--- config.mk ---
export PLATFORM = sky130hd
export DESIGN_NAME = hawkes_intensity
export DESIGN_NICKNAME = d
export VERILOG_FILES = /design/src/rtl/hawkes_intensity.sv
export SDC_FILE = /design/constraint.sdc
export NUM_CORES = 1
export LEC_CHECK = 0
export CORE_MARGIN = 8
export CORE_UTILIZATION = 35
export DETAILED_ROUTE_END_ITERATION = 12
export PLACE_DENSITY = 0.47
export SLEW_MARGIN = 20
export SYNTH_ARGS = -nofsm -noshare
export SYNTH_HDL_FRONTEND = slang
export SYNTH_SLANG_ARGS = --single-unit
--- constraint.sdc ---
create_clock -name clk -period 26.6 [get_ports clk]
set_input_delay 5.32 -clock clk [delete_from_list [all_inputs] [get_ports clk]]
set_output_delay 5.32 -clock clk [all_outputs]
set_load 0.03 [all_outputs]
--- src/rtl/hawkes_intensity.sv ---
// Hawkes conditional intensity: lambda = mu + sum(alpha * exp(-beta * (t - t_i))).
// Scans a circular event buffer and drives one expon evaluation per kept event.
module hawkes_intensity #(
    parameter int N_EVT = 8,
    parameter int T_W   = 16
) (
    input  logic           clk,
    input  logic           rst_n,
    input  logic           evt_push,
    input  logic [T_W-1:0] evt_time,
    output logic           evt_ready,
    input  logic           req,
    input  logic [T_W-1:0] t_now,
    input  logic [9:0]     mu,
    input  logic [9:0]     alpha,
    input  logic [9:0]     beta,
    output logic [9:0]     exp_x,
    output logic           exp_start,
    input  logic [9:0]     exp_y,
    input  logic           exp_done,
    output logic [11:0]    lambda,
    output logic           lambda_valid,
    output logic           busy
);
    localparam int PW     = $clog2(N_EVT);
    localparam int PROD_W = T_W + 10;
    localparam logic [PW:0] FULL_CNT = (PW+1)'(N_EVT);
    localparam logic [9:0]  ARG_MAX  = 10'd317;

    typedef enum logic [2:0] {S_IDLE, S_ARG, S_ISSUE, S_WAIT, S_ACC, S_DONE} state_t;

    function automatic logic [9:0] sat_arg(input logic [PROD_W-1:0] p);
        if (|p[PROD_W-1:18]) return 10'd1023;
        return p[17:8];
    endfunction

    function automatic logic [11:0] sat_acc(input logic [11:0] a, input logic [9:0] t);
        logic [12:0] s;
        s = {1'b0, a} + {3'b000, t};
        return s[12] ? 12'hFFF : s[11:0];
    endfunction

    state_t              r_state, w_state_nxt;
    logic [T_W-1:0]      r_mem [N_EVT];
    logic [PW-1:0]       r_rd_ptr, r_wr_ptr, r_idx;
    logic [PW:0]         r_count, r_rem;
    logic                r_wait_first, r_exp_start, r_lambda_valid, r_busy, r_evt_ready;
    logic signed [9:0]   r_exp_x;
    logic [11:0]         r_lambda, r_acc;
    logic [T_W-1:0]      r_t_now;
    logic [9:0]          r_alpha, r_beta, r_y;

    logic                w_push, w_accept, w_full, w_trunc, w_evict, w_issue;
    logic [T_W-1:0]      w_ti, w_delta;
    logic [PROD_W-1:0]   w_prod;
    logic [9:0]          w_arg, w_term;
    logic [19:0]         w_wprod;

    assign w_full   = (r_count == FULL_CNT);
    assign w_push   = evt_push && (r_state == S_IDLE);
    assign w_accept = req && (r_state == S_IDLE);

    // Argument stage: kernel argument for the entry under the scan index
    assign w_ti    = r_mem[r_idx];
    assign w_delta = (w_ti > r_t_now) ? '0 : (r_t_now - w_ti);
    assign w_prod  = PROD_W'(r_beta) * PROD_W'(w_delta);
    assign w_arg   = sat_arg(w_prod);
    assign w_trunc = (w_arg > ARG_MAX);
    assign w_evict = (r_state == S_ARG) && (r_rem != '0) && w_trunc;
    assign w_issue = (r_state == S_ARG) && (w_state_nxt == S_ISSUE);

    // Accumulate stage: weighted kernel term
    assign w_wprod = 20'(r_alpha) * 20'(r_y);
    assign w_term  = w_wprod[17:8];

    always_comb begin
        w_state_nxt = r_state;
        case (r_state)
            S_IDLE:  if (req) w_state_nxt = S_ARG;
            S_ARG: begin
                if (r_rem == '0)   w_state_nxt = S_DONE;
                else if (!w_trunc) w_state_nxt = S_ISSUE;
            end
            S_ISSUE: w_state_nxt = S_WAIT;
            // expon clears done on the start edge, so the first WAIT sample is stale
            S_WAIT:  if (!r_wait_first && exp_done) w_state_nxt = S_ACC;
            S_ACC:   w_state_nxt = S_ARG;
            S_DONE:  w_state_nxt = S_IDLE;
            default: w_state_nxt = S_IDLE;
        endcase
    end

    always_ff @(posedge clk or negedge rst_n) begin
        if (!rst_n) begin
            r_state        <= S_IDLE;
            r_rd_ptr       <= '0;
            r_wr_ptr       <= '0;
            r_count        <= '0;
            r_idx          <= '0;
            r_rem          <= '0;
            r_wait_first   <= 1'b0;
            r_exp_start    <= 1'b0;
            r_exp_x        <= '0;
            r_lambda       <= '0;
            r_lambda_valid <= 1'b0;
            r_busy         <= 1'b0;
            r_evt_ready    <= 1'b1;
        end else begin
            r_state        <= w_state_nxt;
            r_busy         <= (w_state_nxt != S_IDLE);
            r_evt_ready    <= (w_state_nxt == S_IDLE);
            r_exp_start    <= w_issue;
            r_wait_first   <= (r_state == S_ISSUE);
            r_lambda_valid <= (r_state == S_DONE);
            if (r_state == S_DONE) r_lambda <= r_acc;
            if (w_issue) r_exp_x <= -$signed(w_arg);

            // Push and eviction are exclusive: pushes only land in IDLE
            if (w_push) begin
                r_wr_ptr <= r_wr_ptr + 1'b1;
                if (w_full) r_rd_ptr <= r_rd_ptr + 1'b1;
                else        r_count  <= r_count + 1'b1;
            end else if (w_evict) begin
                r_rd_ptr <= r_rd_ptr + 1'b1;
                r_count  <= r_count - 1'b1;
            end

            if (w_accept) begin
                r_idx <= (w_push && w_full) ? (r_rd_ptr + 1'b1) : r_rd_ptr;
                r_rem <= (w_push && !w_full) ? (r_count + 1'b1) : r_count;
            end else if (w_evict || (r_state == S_ACC)) begin
                r_idx <= r_idx + 1'b1;
                r_rem <= r_rem - 1'b1;
            end
        end
    end

    always_ff @(posedge clk) begin
        if (w_push) r_mem[r_wr_ptr] <= evt_time;
        if (w_accept) begin
            r_t_now <= t_now;
            r_alpha <= alpha;
            r_beta  <= beta;
            r_acc   <= {2'b00, mu};
        end else if (r_state == S_ACC) begin
            r_acc <= sat_acc(r_acc, w_term);
        end
        if ((r_state == S_WAIT) && !r_wait_first && exp_done) r_y <= exp_y;
    end

    assign evt_ready    = r_evt_ready;
    assign busy         = r_busy;
    assign exp_start    = r_exp_start;
    assign exp_x        = r_exp_x;
    assign lambda       = r_lambda;
    assign lambda_valid = r_lambda_valid;

endmodule

Yosys cells after proc, flatten, opt, wreduce, memory -nomap -nowiden
Memories as Yosys holds them, arrays and structs flattened.
Index checks and enable logic that the tools add are counted.
{"block": "totals", "reg_bits": 105, "mem_bits_rw": 128, "in_bits": 77, "out_inout_bits": 26, "n_memories": 1}
{"name": "r_mem", "words": 8, "word_bits": 16, "rd": 1, "rd_clocked_by_memory_dff": 0, "write_ports": 1, "line_no": "44", "text": "logic [T_W-1:0] r_mem [N_EVT];"}
{"block": "classes", "addsub": 9, "mul": 2, "magnitude_cmp": 2, "n_eq_ne": 9, "mux": 26, "reduce_logical": 24}
{"cell": "$mux 10", "n": 4}
{"cell": "$mux 3", "n": 10}
{"cell": "$mul 10x16->26", "n": 1}
{"cell": "$mux 4", "n": 6}
{"cell": "$mul 10x10->18", "n": 1}
{"cell": "$gt 16x16->1", "n": 1}
{"cell": "$mux 16", "n": 1}
{"cell": "$sub 16x16->16", "n": 1}
{"cell": "$pmux 3 s5", "n": 1}
{"cell": "$add 12x10->13", "n": 1}
{"cell": "$mux 12", "n": 1}
{"cell": "$gt 10x9->1 const B", "n": 1}
{"cell": "$logic_and 1x1->1", "n": 10}
{"cell": "$neg 10->10", "n": 1}
{"cell": "$add 3x1->3 const B", "n": 3}
{"cell": "$eq 3x2->1 const B", "n": 3}
{"cell": "$reduce_or 8->1", "n": 1}
{"cell": "$sub 4x1->4 const B", "n": 2}
{"cell": "$eq 3x3->1 const B", "n": 2}
{"cell": "$logic_not 3->1", "n": 2}
{"cell": "$reduce_bool 2->1", "n": 3}
{"cell": "$add 4x1->4 const B", "n": 1}
{"cell": "$eq 4x4->1 const B", "n": 1}
{"cell": "$logic_not 4->1", "n": 1}
{"cell": "9 further kinds", "n": 13}

Logic depth before layout (Yosys ltp)
Gate-level depths: netlist of the first run.
An unclocked memory read counts as a cell.
{"block": "logic_depth", "ltp_word": 13, "ltp_mapped": 44, "depth_no_buf": 39}

Worst setup path after synthesis of the first run
No wires, ideal clock.
{"block": "synth_timing", "kind": "reg-to-reg", "startpoint": "register r_idx[0]", "endpoint": "register r_exp_x[0], in the netlist exp_x[0]", "setup_time_ns": 0.125, "t_arrival_ns": 10.308, "required_time_ns": 26.475, "slack_ns": 16.167, "stages_incl_launch_ff": 44, "path_buffers": 5, "period_less_slack_ns": 10.433, "cell_sequence": "dfrtp_1 > clkbuf_1 > buf_1 > mux4_2 > mux2i_1 > ha_1 > nor2b_1 > o21ai_0 > a21boi_0 > o21ai_0 > a211oi_1 > nor3_1 > o31ai_1 > a21oi_1 > xor2_1 > nor2_1 > nand2_1 > fa_1 > (+8 left out) > clkbuf_1 > a21oi_1 > o21ai_0 > o211ai_1 > a311o_1 > mux2i_1 > a311oi_1 > o211ai_1 > nand4b_4 > buf_6 > or2_1 > inv_1 > ha_1 > nor4_1 > a31o_4 > nor3_4 > buf_6 > mux2_4"}
{"block": "synth_between", "elab_chain_len": 13, "word_cells_on_any_way": 15}
{"element": "start, declared", "line_no": "45", "text": "logic [PW-1:0] r_rd_ptr, r_wr_ptr, r_idx;"}
{"element": "start signal, assigned", "line_no": "129", "text": "r_idx <= (w_push && w_full) ? (r_rd_ptr + 1'b1) : r_rd_ptr;"}
{"element": "start signal, assigned", "line_no": "132", "text": "r_idx <= r_idx + 1'b1;"}
{"element": "$mem_v2 8x16 (*)"}
{"element": "$sub 16x16->16 or $gt 16x16->1 (tied branches)", "line_no": "65", "text": "assign w_delta = (w_ti > r_t_now) ? '0 : (r_t_now - w_ti);"}
{"element": "$mux 16 (*)", "line_no": "65"}
{"element": "$mul 10x16->26 (*)", "line_no": "66", "text": "assign w_prod = PROD_W'(r_beta) * PROD_W'(w_delta);"}
{"element": "$reduce_or 8->1", "line_no": "33", "text": "if (|p[PROD_W-1:18]) return 10'd1023;"}
{"element": "$mux 1", "line_no": "33"}
{"element": "$mux 10 (*)", "line_no": "34", "text": "return p[17:8];"}
{"element": "named net w_arg[0]", "line_no": "56", "text": "logic [9:0] w_arg, w_term;"}
{"element": "$gt 10x9->1 (*)", "line_no": "68", "text": "assign w_trunc = (w_arg > ARG_MAX);"}
{"element": "$mux 3 (*)", "line_no": "82", "text": "else if (!w_trunc) w_state_nxt = S_ISSUE;"}
{"element": "$mux 3 (*)", "line_no": "81", "text": "if (r_rem == '0) w_state_nxt = S_DONE;"}
{"element": "$pmux 3 s5 (*)", "line_no": "78", "text": "case (r_state)"}
{"element": "$eq 3x2->1 (*)", "line_no": "70", "text": "assign w_issue = (r_state == S_ARG) && (w_state_nxt == S_ISSUE);"}
{"element": "$logic_and 1x1->1 (*)", "line_no": "70"}
{"element": "named net w_issue", "line_no": "53", "text": "logic w_push, w_accept, w_full, w_trunc, w_evict, w_issue;"}
{"element": "end signal, assigned", "line_no": "116", "text": "if (w_issue) r_exp_x <= -$signed(w_arg);"}
{"element": "end, declared", "line_no": "48", "text": "logic signed [9:0] r_exp_x;"}
Mark *: on every way through the listed nets, which the timed path passes. The rest lies on a longest branch.
A chain may end at the register's enable or synchronous reset.

Worst setup path after layout of the first run
{"block": "layout_timing", "startpoint": "register r_idx[0]", "endpoint": "register r_exp_x[7], in the netlist exp_x[7]"}
{"block": "layout_between", "elab_chain_len": 13, "word_cells_on_any_way": 15}
{"element": "$mem_v2 8x16 (*)"}
{"element": "$sub 16x16->16 or $gt 16x16->1 (tied branches)", "line_no": "65"}
{"element": "$mux 16 (*)", "line_no": "65"}
{"element": "$mul 10x16->26 (*)", "line_no": "66"}
{"element": "$reduce_or 8->1", "line_no": "33"}
{"element": "$mux 1", "line_no": "33"}
{"element": "$mux 10 (*)", "line_no": "34"}
{"element": "named net w_arg[0]", "line_no": "56"}
{"element": "$gt 10x9->1", "line_no": "68"}
{"element": "$mux 3", "line_no": "82"}
{"element": "$mux 3", "line_no": "81"}
{"element": "$pmux 3 s5", "line_no": "78"}
{"element": "$eq 3x2->1", "line_no": "70"}
{"element": "$logic_and 1x1->1", "line_no": "70"}
Marks and branches as above.

==> PnR_summary.wiki, run 1 <==
{| class="wikitable"
! Metric !! Value
|-
| Synth Instances || 1677
|-
| Total gr overflow || 0
|-
| Ant diodes || 0
|-
| # DRC || 0
|-
| Post-synth ARST share || 0.202
|-
| Cell family with most CP delay || adder cells
|-
| Number of H-tree levels || 1
|-
| TritonCTS clock tree || yes
|-
| GR Layer Usage met2 || 0.264
|-
| Layout fillers || 5009
|-
| Type of the worst setup path || flip-flop to flip-flop
|-
| Share of the clock period used by the worst path after layout || 0.450
|-
| Number of vias in the routed layout || 12369
|-
| Cell taking the most area after synthesis || sky130_fd_sc_hd__edfxtp_1
|-
| Utilization of the core after routing || 0.405
|-
| Post-synthesis register bit count || 233
|-
| Most frequent cells in the layout || sky130_fd_sc_hd__nand2_1, sky130_fd_sc_hd__inv_1, sky130_fd_sc_hd__edfxtp_1, sky130_fd_sc_hd__fa_1, sky130_fd_sc_hd__ha_1
|-
| CP startpoint kind || flip-flop
|-
| Post-detailed-routing wire length || 47.5 mm
|-
| Number of CTS-inserted buffers || 28
|-
| Number of top-level design ports || 103
|-
| Worst EP required || 27.04 ns
|-
| Die span in y || 247 µm
|-
| Initial core utilization || 0.355
|-
| Commonest register cell after synthesis || sky130_fd_sc_hd__edfxtp_1
|-
| Share of the synthesized area in the top cell type || 0.296
|-
| Endpoint of the worst setup timing path || exp_x[7]
|-
| Highest achievable clock rate || 0.0835 GHz
|-
| Area added between synthesis and finish || 14.3%
|-
| Type of destination of the critical path || flip-flop
|-
| Total track usage || 0.159
|-
| Via count of the first global-routing pass || 13568
|-
| Sinks on the clock net || 233
|-
| Post-DRT Antenna Nets || 0
|-
| Gpl congestion || 0.842
|-
| Iteration-0 DRC count of the detailed router || 635
|-
| Actual transition at the worst max-transition pin || 0.927 ns
|-
| Number of library cell types mapped by synthesis || 93
|-
| Hold violation count in the final report || 0
|-
| Synth warn || 0
|-
| Clock Tree Buf Depth || 3
|-
| Most frequent cell on the critical path || sky130_fd_sc_hd__inv_1
|-
| Clock-pin slew on the worst setup and hold paths || 0.06 ns
|-
| Normalized max-slew margin || 0.379
|-
| Unrepaired setup endpoints after global routing || false
|-
| Setup TNS after final layout || 0 ns
|-
| HPWL after detailed placement || 35.4 mm
|-
| Die Wd || 247 µm
|-
| Run status || complete, no violations
|-
| Clock latency of the later-clocked register in the worst-skew pair || 0.57 ns
|-
| FF-to-FF setup slack || 14.62 ns
|-
| First-pass iteration count of the detailed router || 5
|-
| Placement Rows || 84
|-
| Post-Synthesis Net Count || 2062
|-
| Buffers inserted during post-CTS setup optimization || 0
|-
| Crit-path slowest cell || sky130_fd_sc_hd__nor2_1
|-
| Synth top area cells || sky130_fd_sc_hd__edfxtp_1, sky130_fd_sc_hd__fa_1, sky130_fd_sc_hd__ha_1
|-
| Largest fanout on the critical path || 32
|-
| Pin count of the biggest net entering global routing || 48
|-
| Setup violations, final || 0
|-
| Worst setup path startpoint || r_idx[0]
|-
| WP depth || 38
|-
| Depth of the worst register-to-register path || 38
|-
| Port Buffers || 102
|-
| Arrival time of data at the critical path endpoint || 12.42 ns
|-
| Synthesized area || 18700 µm²
|-
| Count of flip-flops with a built-in enable after synthesis || 184
|-
| Grt met3 use || 0.0292
|-
| Synthesized area per cell || 11.1 µm²
|-
| DR vias/cell || 5.00
|-
| Stage delay of the slowest cell on the critical path || 0.80 ns
|-
| Share of the yosys chip area belonging to registers || 0.361
|-
| Capture point of the worst reg-to-reg path || exp_x[7]
|-
| Global-route wire length before repair || 76.8 mm
|-
| Setup Skew || 0.0218 ns
|-
| Fraction of met1 tracks used by global routing || 0.216
|-
| Number of cells upsized or downsized after cts || 0
|-
| Number of antenna violations at the first check in global routing || 0
|-
| Average wire length per cell after detail routing || 19.2 µm
|-
| Max-slew violation count || 0
|-
| Number of buffer and inverter instances along the worst setup path || 8
|-
| Ratio of cells with drive above 1 in the final layout || 0.0833
|-
| Crit path time final || 11.98 ns
|-
| Core area || 52700 µm²
|-
| Layout net count || 2152
|-
| Library cell used as clock root buffer || sky130_fd_sc_hd__clkbuf_16
|-
| Global routing's busiest layer || met2
|-
| Hold-fix buffer count after cts || 0
|-
| Hold WC Path Type || flip-flop to flip-flop
|-
| Commonest non-fill, non-tap cell in the layout || sky130_fd_sc_hd__nand2_1
|-
| Area of the die || 61000 µm²
|-
| Worst reg2reg startpoint || r_idx[0]
|-
| Reported max-cap violation count || 0
|}
tightest hold or removal path, stage by stage, from the launching register on:
cell                      delay [ns]
sky130_fd_sc_hd__dfrtp_1        0.34
sky130_fd_sc_hd__nand2_1        0.05
sky130_fd_sc_hd__nand2_1        0.06
routing by layer:
layer	part of all wire	up-vias	wire length [µm]
met1	0.46	6258	21900
met2	0.48	187	22700
met5	0	-	0
li1	-	5873	-
met4	0.017	0	805
met3	0.044	51	2090
stage by stage:
stage | std cells | hold WS [ns] | cell area, µm² | worst slack, ns
floorplan | 1677 | 0.444 | 18700 | 16.17
global placement | 2425 | 0.461 | 20500 | 14.84
detailed placement | 2425 | 0.467 | 20500 | 14.61
CTS | 2476 | 0.484 | 21300 | 14.59
global route | 2476 | 0.505 | 21300 | 13.71
finish | 2476 | 0.477 | 21300 | 14.62
how the worst min path moves through the flow:
stage / from / to / slack [ns] / cells after the start
final: lambda[0] / lambda[0] / 0.48 / 2
after global routing: lambda[8] / lambda[8] / 0.50 / 2
after CTS: lambda[2] / lambda[2] / 0.48 / 2
after detailed placement: lambda[5] / lambda[5] / 0.47 / 2
after global placement: r_acc[3] / lambda[3] / 0.46 / 2
after floorplan: r_acc[10] / lambda[10] / 0.44 / 2
flip-flops by register name, summed over array words and instances, names as in the netlist:
name and cells:
r_idx 3, r_wait_first 1, busy 1, lambda_valid 1, r_beta 10, r_count 4, r_wr_ptr 3, r_y 10
r_alpha 10, r_state 3, r_rd_ptr 3, r_acc 12, lambda 12, r_rem 4, r_t_now 16, exp_start 1
exp_x 10, evt_ready 1, r_mem 128
cell usage after synthesis, types with 4 or more instances:
cell                       count
sky130_fd_sc_hd__nor3b_1       7
sky130_fd_sc_hd__or3_1         7
sky130_fd_sc_hd__o31ai_1       5
sky130_fd_sc_hd__mux2i_1      23
sky130_fd_sc_hd__dfrtp_1      46
sky130_fd_sc_hd__o21ai_1       8
sky130_fd_sc_hd__clkbuf_1     47
sky130_fd_sc_hd__a21o_1       10
sky130_fd_sc_hd__nand2b_1      7
sky130_fd_sc_hd__nor2_1       73
sky130_fd_sc_hd__a211oi_1      5
sky130_fd_sc_hd__fa_1        171
sky130_fd_sc_hd__o21a_1        9
sky130_fd_sc_hd__a21oi_1      51
sky130_fd_sc_hd__and2_1       98
sky130_fd_sc_hd__nand2_1     230
sky130_fd_sc_hd__buf_2         4
sky130_fd_sc_hd__o21bai_1     10
sky130_fd_sc_hd__xor2_1       20
sky130_fd_sc_hd__or2_2         8
sky130_fd_sc_hd__ha_1        137
sky130_fd_sc_hd__xnor2_1      41
sky130_fd_sc_hd__nor3_1       26
sky130_fd_sc_hd__edfxtp_1    184
sky130_fd_sc_hd__mux4_2       32
sky130_fd_sc_hd__nand3_1      28
sky130_fd_sc_hd__nor2b_1       5
sky130_fd_sc_hd__buf_6         5
sky130_fd_sc_hd__o21ai_0      26
sky130_fd_sc_hd__nand4_1       8
sky130_fd_sc_hd__and3_1       19
sky130_fd_sc_hd__nor4_1        5
sky130_fd_sc_hd__inv_1       209
sky130_fd_sc_hd__mux2_2        6
sky130_fd_sc_hd__o22a_1       10
sky130_fd_sc_hd__a31oi_1       4
sky130_fd_sc_hd__buf_1         4
sky130_fd_sc_hd__o211ai_1     10
sky130_fd_sc_hd__a21boi_0      4
sky130_fd_sc_hd__mux2_4        5
layout make-up:
type | instances | area (µm²) | share of cell area
Clock inverter | 19 | 136 | 0.00639
Timing Repair Buffer | 120 | 1150 | 0.0539
Sequential cell | 233 | 6740 | 0.316
Inverter | 210 | 788 | 0.0369
Multi-Input combinational cell | 1174 | 10900 | 0.511
Clock buffer | 32 | 747 | 0.0350
Tap cell | 688 | 861 | 0.0403
logic make-up (layout without fill, tap and decap cells):
logic type               Yosys count  in the layout  share of synthesized area
adder cells (fa/ha/maj)          308            308                      0.275
buffers and inverters            270            381                     0.0565
flip-flops                       233            233                      0.361
AO/OA/AOI/OAI                    196            196                     0.0754
multiplexers                      68             68                     0.0598
AND/OR/NAND/NOR                  541            541                      0.144
XOR/XNOR                          61             61                     0.0286
Power of run 1 is not shown: default switching activity piles up to over one toggle a cycle in this logic, so the estimate is an artifact.
==> run 2, diff against run 1 <==
==> constraint.sdc (replaced) <==
create_clock -name clk -period 12 [get_ports clk]
set_input_delay 2.4 -clock clk [delete_from_list [all_inputs] [get_ports clk]]
set_output_delay 2.4 -clock clk [all_outputs]
set_load 0.03 [all_outputs]
==> PnR_summary.wiki, run 2 (synthesis results as in run 1) <==
{| class="wikitable"
! Metric !! Value
|-
| Area of the die || 61000 µm² (unchanged)
|-
| Actual transition at the worst max-transition pin || 0.976 ns (+0.0486 ns)
|-
| Worst hold path depth || 2 (unchanged)
|-
| Ratio of cells with drive above 1 in the final layout || 0.0939 (+0.0106)
|-
| Die span in y || 247 µm (unchanged)
|-
| Port Buffers || 102 (unchanged)
|-
| First-pass iteration count of the detailed router || 5 (unchanged)
|-
| Number of CTS-inserted buffers || 27 (-3.6%)
|-
| Largest fanout on the critical path || 17 (-47%)
|-
| Unrepaired setup endpoints after global routing || false
|-
| Flip-flop count of the largest register, all copies and words added || 128 (unchanged)
|-
| Hold WC Path Type || flip-flop to flip-flop
|-
| Reported max-cap violation count || 0 (unchanged)
|-
| Commonest non-fill, non-tap cell in the layout || sky130_fd_sc_hd__nand2_1
|-
| Number of top-level design ports || 103 (unchanged)
|-
| Crit-path slowest cell || sky130_fd_sc_hd__nor2_1
|-
| Post-detailed-routing wire length || 47.7 mm (+0.46%)
|-
| Arrival time of data at the critical path endpoint || 11.59 ns (-0.83 ns)
|-
| Worst reg2reg startpoint || r_idx[0]
|-
| Initial core utilization || 0.355 (unchanged)
|-
| DR vias/cell || 5.01 (+0.20%)
|-
| Most frequent cell on the critical path || sky130_fd_sc_hd__fa_1
|-
| Endpoint of the worst hold-timing path || lambda[2]
|-
| TritonCTS clock tree || yes
|-
| Hold violation count in the final report || 0 (unchanged)
|-
| Layout fillers || 5012 (+0.060%)
|-
| Capture point of the worst reg-to-reg path || r_rd_ptr[1]
|-
| Gpl congestion || 0.851 (+1.0%)
|-
| Stage delay of the slowest cell on the critical path || 0.82 ns (+0.02 ns)
|-
| Highest achievable clock rate || 0.0896 GHz (+7.4%)
|-
| Largest registers in the final layout || r_mem x128, r_t_now x16
|-
| Number of vias in the routed layout || 12459 (+0.73%)
|-
| Clock latency of the later-clocked register in the worst-skew pair || 0.56 ns (about the same)
|-
| Layout net count || 2165 (+0.60%)
|-
| Depth of the worst register-to-register path || 33 (-13%)
|-
| Sinks on the clock net || 233 (unchanged)
|-
| Core area || 52700 µm² (unchanged)
|-
| Clock-pin slew on the worst setup and hold paths || 0.06 ns (about the same)
|-
| Via count of the first global-routing pass || 13575 (+0.052%)
|-
| Die Wd || 247 µm (unchanged)
|-
| Worst EP required || 12.44 ns (-14.60 ns)
|-
| Run status || complete, no violations
|-
| Normalized max-slew margin || 0.347 (-0.0325)
|-
| Number of H-tree levels || 1 (unchanged)
|-
| Area added between synthesis and finish || 15.5%
|-
| Type of the worst setup path || flip-flop to flip-flop
|-
| Type of destination of the critical path || flip-flop
|-
| Setup TNS after final layout || 0 ns (unchanged)
|-
| Post-DRT Antenna Nets || 0 (unchanged)
|-
| Pin count of the biggest net entering global routing || 48 (unchanged)
|-
| Global-route wire length before repair || 77.0 mm (+0.17%)
|-
| Library cell used as clock root buffer || sky130_fd_sc_hd__clkbuf_16
|-
| Total track usage || 0.160 (+0.000170)
|-
| Setup Skew || 0.0135 ns (-0.00831 ns)
|-
| HPWL after detailed placement || 36.0 mm (+1.7%)
|-
| Total gr overflow || 0 (unchanged)
|-
| Max-slew violation count || 0 (unchanged)
|-
| # DRC || 0 (unchanged)
|-
| Average wire length per cell after detail routing || 19.2 µm (about the same)
|-
| Placement Rows || 84 (unchanged)
|-
| Share of the clock period used by the worst path after layout || 0.930 (+0.479)
|-
| Number of antenna violations at the first check in global routing || 0 (unchanged)
|-
| FF-to-FF setup slack || 0.84 ns (-13.78 ns)
|-
| Clock Tree Buf Depth || 3 (unchanged)
|-
| CP startpoint kind || flip-flop
|-
| Iteration-0 DRC count of the detailed router || 637 (+0.31%)
|-
| Register with the highest flop count || r_mem
|-
| Setup violations, final || 0 (unchanged)
|-
| Most frequent cells in the layout || sky130_fd_sc_hd__nand2_1, sky130_fd_sc_hd__inv_1, sky130_fd_sc_hd__edfxtp_1, sky130_fd_sc_hd__fa_1, sky130_fd_sc_hd__ha_1
|-
| Crit path time final || 11.16 ns (-0.825 ns)
|-
| Worst hold path startpoint || lambda[2]
|}
## run 2: cell types whose count changed in the layout (fill, tap and decap cells not counted), moves of 2 or more
| cell | before | now |
|---|---|---|
| sky130_fd_sc_hd__nor2_1 | 73 | 71 |
| sky130_fd_sc_hd__bufinv_16 | 1 | 7 |
| sky130_fd_sc_hd__buf_4 | 18 | 31 |
| sky130_fd_sc_hd__clkinv_1 | 7 | 4 |
| sky130_fd_sc_hd__clkbuf_16 | 29 | 27 |
| sky130_fd_sc_hd__inv_6 | 2 | 4 |
## run 2: layer usage
layer	vias up	GRT usage	wire length (µm)	part of all wire
met5	-	0	0	0
li1	5907	-	-	-
met1	6336	0.218	21700	0.46
met2	185	0.271	23500	0.49
met3	31	0.0231	1950	0.041
met4	0	0.0262	494	0.010
## run 2: cell type report
| type | count | area (µm²) | area share |
|---|---|---|---|
| tap | 688 | 861 | 0.0399 |
| antenna | 1 | 2.50 | 0.000116 |
| timing repair buffer | 134 | 1270 | 0.0588 |
| clock buffer | 28 | 679 | 0.0315 |
| sequential | 233 | 6750 | 0.313 |
| inverter | 210 | 788 | 0.0365 |
| clock inverter | 21 | 295 | 0.0137 |
| multi-input combinational | 1174 | 10900 | 0.507 |
## run 2: worst max path at each step
stage	end	startpoint
after floorplan	exp_x[0]	r_idx[0]
after global placement	exp_x[0]	r_idx[1]
after detailed placement	exp_x[4]	r_idx[1]
after CTS	exp_x[4]	r_idx[1]
after global routing	exp_x[4]	r_idx[0]
final	r_rd_ptr[1]	r_idx[0]
## run 2: metrics by stage
step                std cells  hold WS, ns  setup WS (ns)  area (µm²)  utilization
finish                   2489        0.473          0.842       21600        0.410
CTS                      2488        0.477          0.407       21600        0.409
detailed placement       2439        0.462          0.444       20600        0.391
global placement         2439        0.465          0.294       20600        0.391
global route             2488        0.483         0.0671       21600        0.410
floorplan                1677        0.444           1.57       18700            -
## run 2: timing repair
item / CTS / global route
resized for setup: 0 / 5
endpoints found under the setup margin: 0 / 25
buffers inserted: 0 / 0
hold buffers: 0 / 0
## run 2: critical path: cells and delay by family, from the launching register on
| family | cells | cell delay [ns] |
|---|---|---|
| compound gates | 9 | 2.66 |
| fa+ha+maj | 8 | 3.42 |
| buf+inv | 5 | 0.63 |
| flops | 1 | 0.63 |
| mux | 3 | 1.12 |
| simple gates | 8 | 2.55 |
Power of run 2 is left out for the same reason.
==> run 3, diff against run 2 <==
--- a/config.mk
+++ b/config.mk
@@ -7,6 +7,7 @@
 export LEC_CHECK = 0
 export CORE_MARGIN = 8
 export CORE_UTILIZATION = 35
+export CTS_CLUSTER_SIZE = 10
 export DETAILED_ROUTE_END_ITERATION = 12
 export PLACE_DENSITY = 0.47
 export SLEW_MARGIN = 20
==> PnR_summary.wiki, run 3 (synthesis results as in run 1) <==
{| class="wikitable"
! Metric !! Value
|-
| Run status || complete, no violations
|-
| DR vias/cell || 5.01 (about the same)
|-
| Flip-flop count of the largest register, all copies and words added || 128 (unchanged)
|-
| Buffers inserted during post-CTS setup optimization || 0 (unchanged)
|-
| HPWL after detailed placement || 36.0 mm (unchanged)
|-
| Global-route wire length before repair || 76.9 mm (about the same)
|-
| Clock Tree Buf Depth || 3 (unchanged)
|-
| Final std cell area, no fill || 21500 µm² (-0.46%)
|-
| Max-slew violation count || 0 (unchanged)
|-
| Iteration-0 DRC count of the detailed router || 636 (-0.16%)
|-
| Setup Skew || 0.0125 ns (-0.00103 ns)
|-
| Normalized max-slew margin || 0.335 (-0.0116)
|-
| Number of CTS-inserted buffers || 29 (+7.4%)
|-
| Die span in y || 247 µm (unchanged)
|-
| Total gr overflow || 0 (unchanged)
|-
| Stage delay of the slowest cell on the critical path || 0.87 ns (+0.05 ns)
|-
| Hold WC Path Type || flip-flop to flip-flop
|-
| Register with the highest flop count || r_mem
|-
| Actual transition at the worst max-transition pin || 0.993 ns (+0.0174 ns)
|-
| Ant diodes || 0 (-1)
|-
| # DRC || 0 (unchanged)
|-
| Ratio of cells with drive above 1 in the final layout || 0.0886 (-0.00525)
|-
| Crit-path slowest cell || sky130_fd_sc_hd__a2111oi_0
|-
| Number of vias in the routed layout || 12479 (+0.16%)
|-
| Area added between synthesis and finish || 15.0%
|-
| Average wire length per cell after detail routing || 19.1 µm (about the same)
|-
| Highest achievable clock rate || 0.0877 GHz (-2.2%)
|-
| Total track usage || 0.160 (about the same)
|-
| Post-detailed-routing wire length || 47.7 mm (+0.13%)
|-
| Most frequent cells in the layout || sky130_fd_sc_hd__nand2_1, sky130_fd_sc_hd__inv_1, sky130_fd_sc_hd__edfxtp_1, sky130_fd_sc_hd__fa_1, sky130_fd_sc_hd__ha_1
|-
| Largest registers in the final layout || r_mem x128, r_t_now x16
|-
| Pin count of the biggest net entering global routing || 48 (unchanged)
|-
| Setup TNS after final layout || 0 ns (unchanged)
|-
| Arrival time of data at the critical path endpoint || 11.86 ns (+0.27 ns)
|-
| Type of destination of the critical path || flip-flop
|-
| Number of top-level design ports || 103 (unchanged)
|-
| Post-layout worst setup margin || 0.592 ns (-0.250 ns)
|-
| Type of the worst setup path || flip-flop to flip-flop
|-
| Reported max-cap violation count || 0 (unchanged)
|-
| Commonest non-fill, non-tap cell in the layout || sky130_fd_sc_hd__nand2_1
|-
| Die Wd || 247 µm (unchanged)
|-
| Gpl congestion || 0.851 (unchanged)
|-
| Largest fanout on the critical path || 13 (-4)
|-
| Setup violations, final || 0 (unchanged)
|-
| Hold_ws || 0.472 ns (-0.000588 ns)
|-
| Worst setup timing slack at the placement stage || 0.444 ns (unchanged)
|-
| Unrepaired setup endpoints after global routing || false
|-
| Port Buffers || 102 (unchanged)
|-
| CP startpoint kind || flip-flop
|-
| Share of the clock period used by the worst path after layout || 0.951 (+0.0209)
|-
| Post-DRT Antenna Nets || 0 (unchanged)
|-
| Via count of the first global-routing pass || 13605 (+0.22%)
|-
| Layout net count || 2167 (+0.092%)
|-
| Clock-pin slew on the worst setup and hold paths || 0.06 ns (about the same)
|-
| Placement Rows || 84 (unchanged)
|-
| Initial core utilization || 0.355 (unchanged)
|-
| First-pass iteration count of the detailed router || 7 (+2)
|-
| Number of H-tree levels || 1 (unchanged)
|-
| Most frequent cell on the critical path || sky130_fd_sc_hd__fa_1
|-
| Hold violation count in the final report || 0 (unchanged)
|-
| TritonCTS clock tree || yes
|-
| Clock latency of the later-clocked register in the worst-skew pair || 0.57 ns (about the same)
|-
| Crit path time final || 11.41 ns (+0.250 ns)
|-
| Core area || 52700 µm² (unchanged)
|-
| Library cell used as clock root buffer || sky130_fd_sc_hd__clkbuf_16
|-
| Worst EP required || 12.45 ns (about the same)
|-
| Number of antenna violations at the first check in global routing || 0 (unchanged)
|-
| Sinks on the clock net || 233 (unchanged)
|-
| Area of the die || 61000 µm² (unchanged)
|-
| Instance area after placement || 20600 µm² (unchanged)
|}
[run 3: repair_timing]
| action | CTS | global route |
|---|---|---|
| resized for setup | 0 | 4 |
| endpoints found under the setup margin | 0 | 25 |
| hold buffers | 0 | 0 |
[run 3: metal layers]
layer | vias up | global-route usage | share of wire
met5 | - | 0 | 0
met2 | 202 | 0.271 | 0.49
met3 | 41 | 0.0236 | 0.043
met1 | 6326 | 0.216 | 0.45
li1 | 5910 | - | -
met4 | 0 | 0.0289 | 0.015
[run 3: path summary, 6_finish.rpt]
check                           startpoint        end  slack [ns]  depth (start not counted)
worst max-delay path              r_idx[0]   exp_x[4]        0.59                         39
worst min-delay path             lambda[2]  lambda[2]        0.47                          2
worst max register to register    r_idx[0]   exp_x[4]        0.59                         39
worst min register to register   lambda[2]  lambda[2]        0.47                          2
max in group asynchronous            rst_n   r_idx[0]        9.57                          2
min in group asynchronous            rst_n  lambda[0]        1.94                          2
[run 3: stage by stage]
step | cells | utilization
detailed placement | 2439 | 0.391
global placement | 2439 | 0.391
CTS | 2493 | 0.408
floorplan | 1677 | -
finish | 2493 | 0.408
global route | 2493 | 0.408
[run 3: critical path: cells and delay by family, from the launching register on]
| kind | cells | cell delay, ns |
|---|---|---|
| compound gates | 9 | 2.85 |
| xor+xnor | 2 | 0.54 |
| mux | 3 | 1.14 |
| simple gates | 11 | 2.19 |
| fa+ha+maj | 8 | 3.26 |
| buf+inv | 6 | 0.65 |
| flops | 1 | 0.63 |
[run 3: cell type report]
cell class	instances	area, µm²
fillers	5026	31200
well taps	688	861
flip-flops and latches	233	6750
clock inverters	7	75.1
clock buffers	47	803
inverters	210	788
repair buffers	134	1270
multi-input cells	1174	10900
Power of run 3 is left out for the same reason.
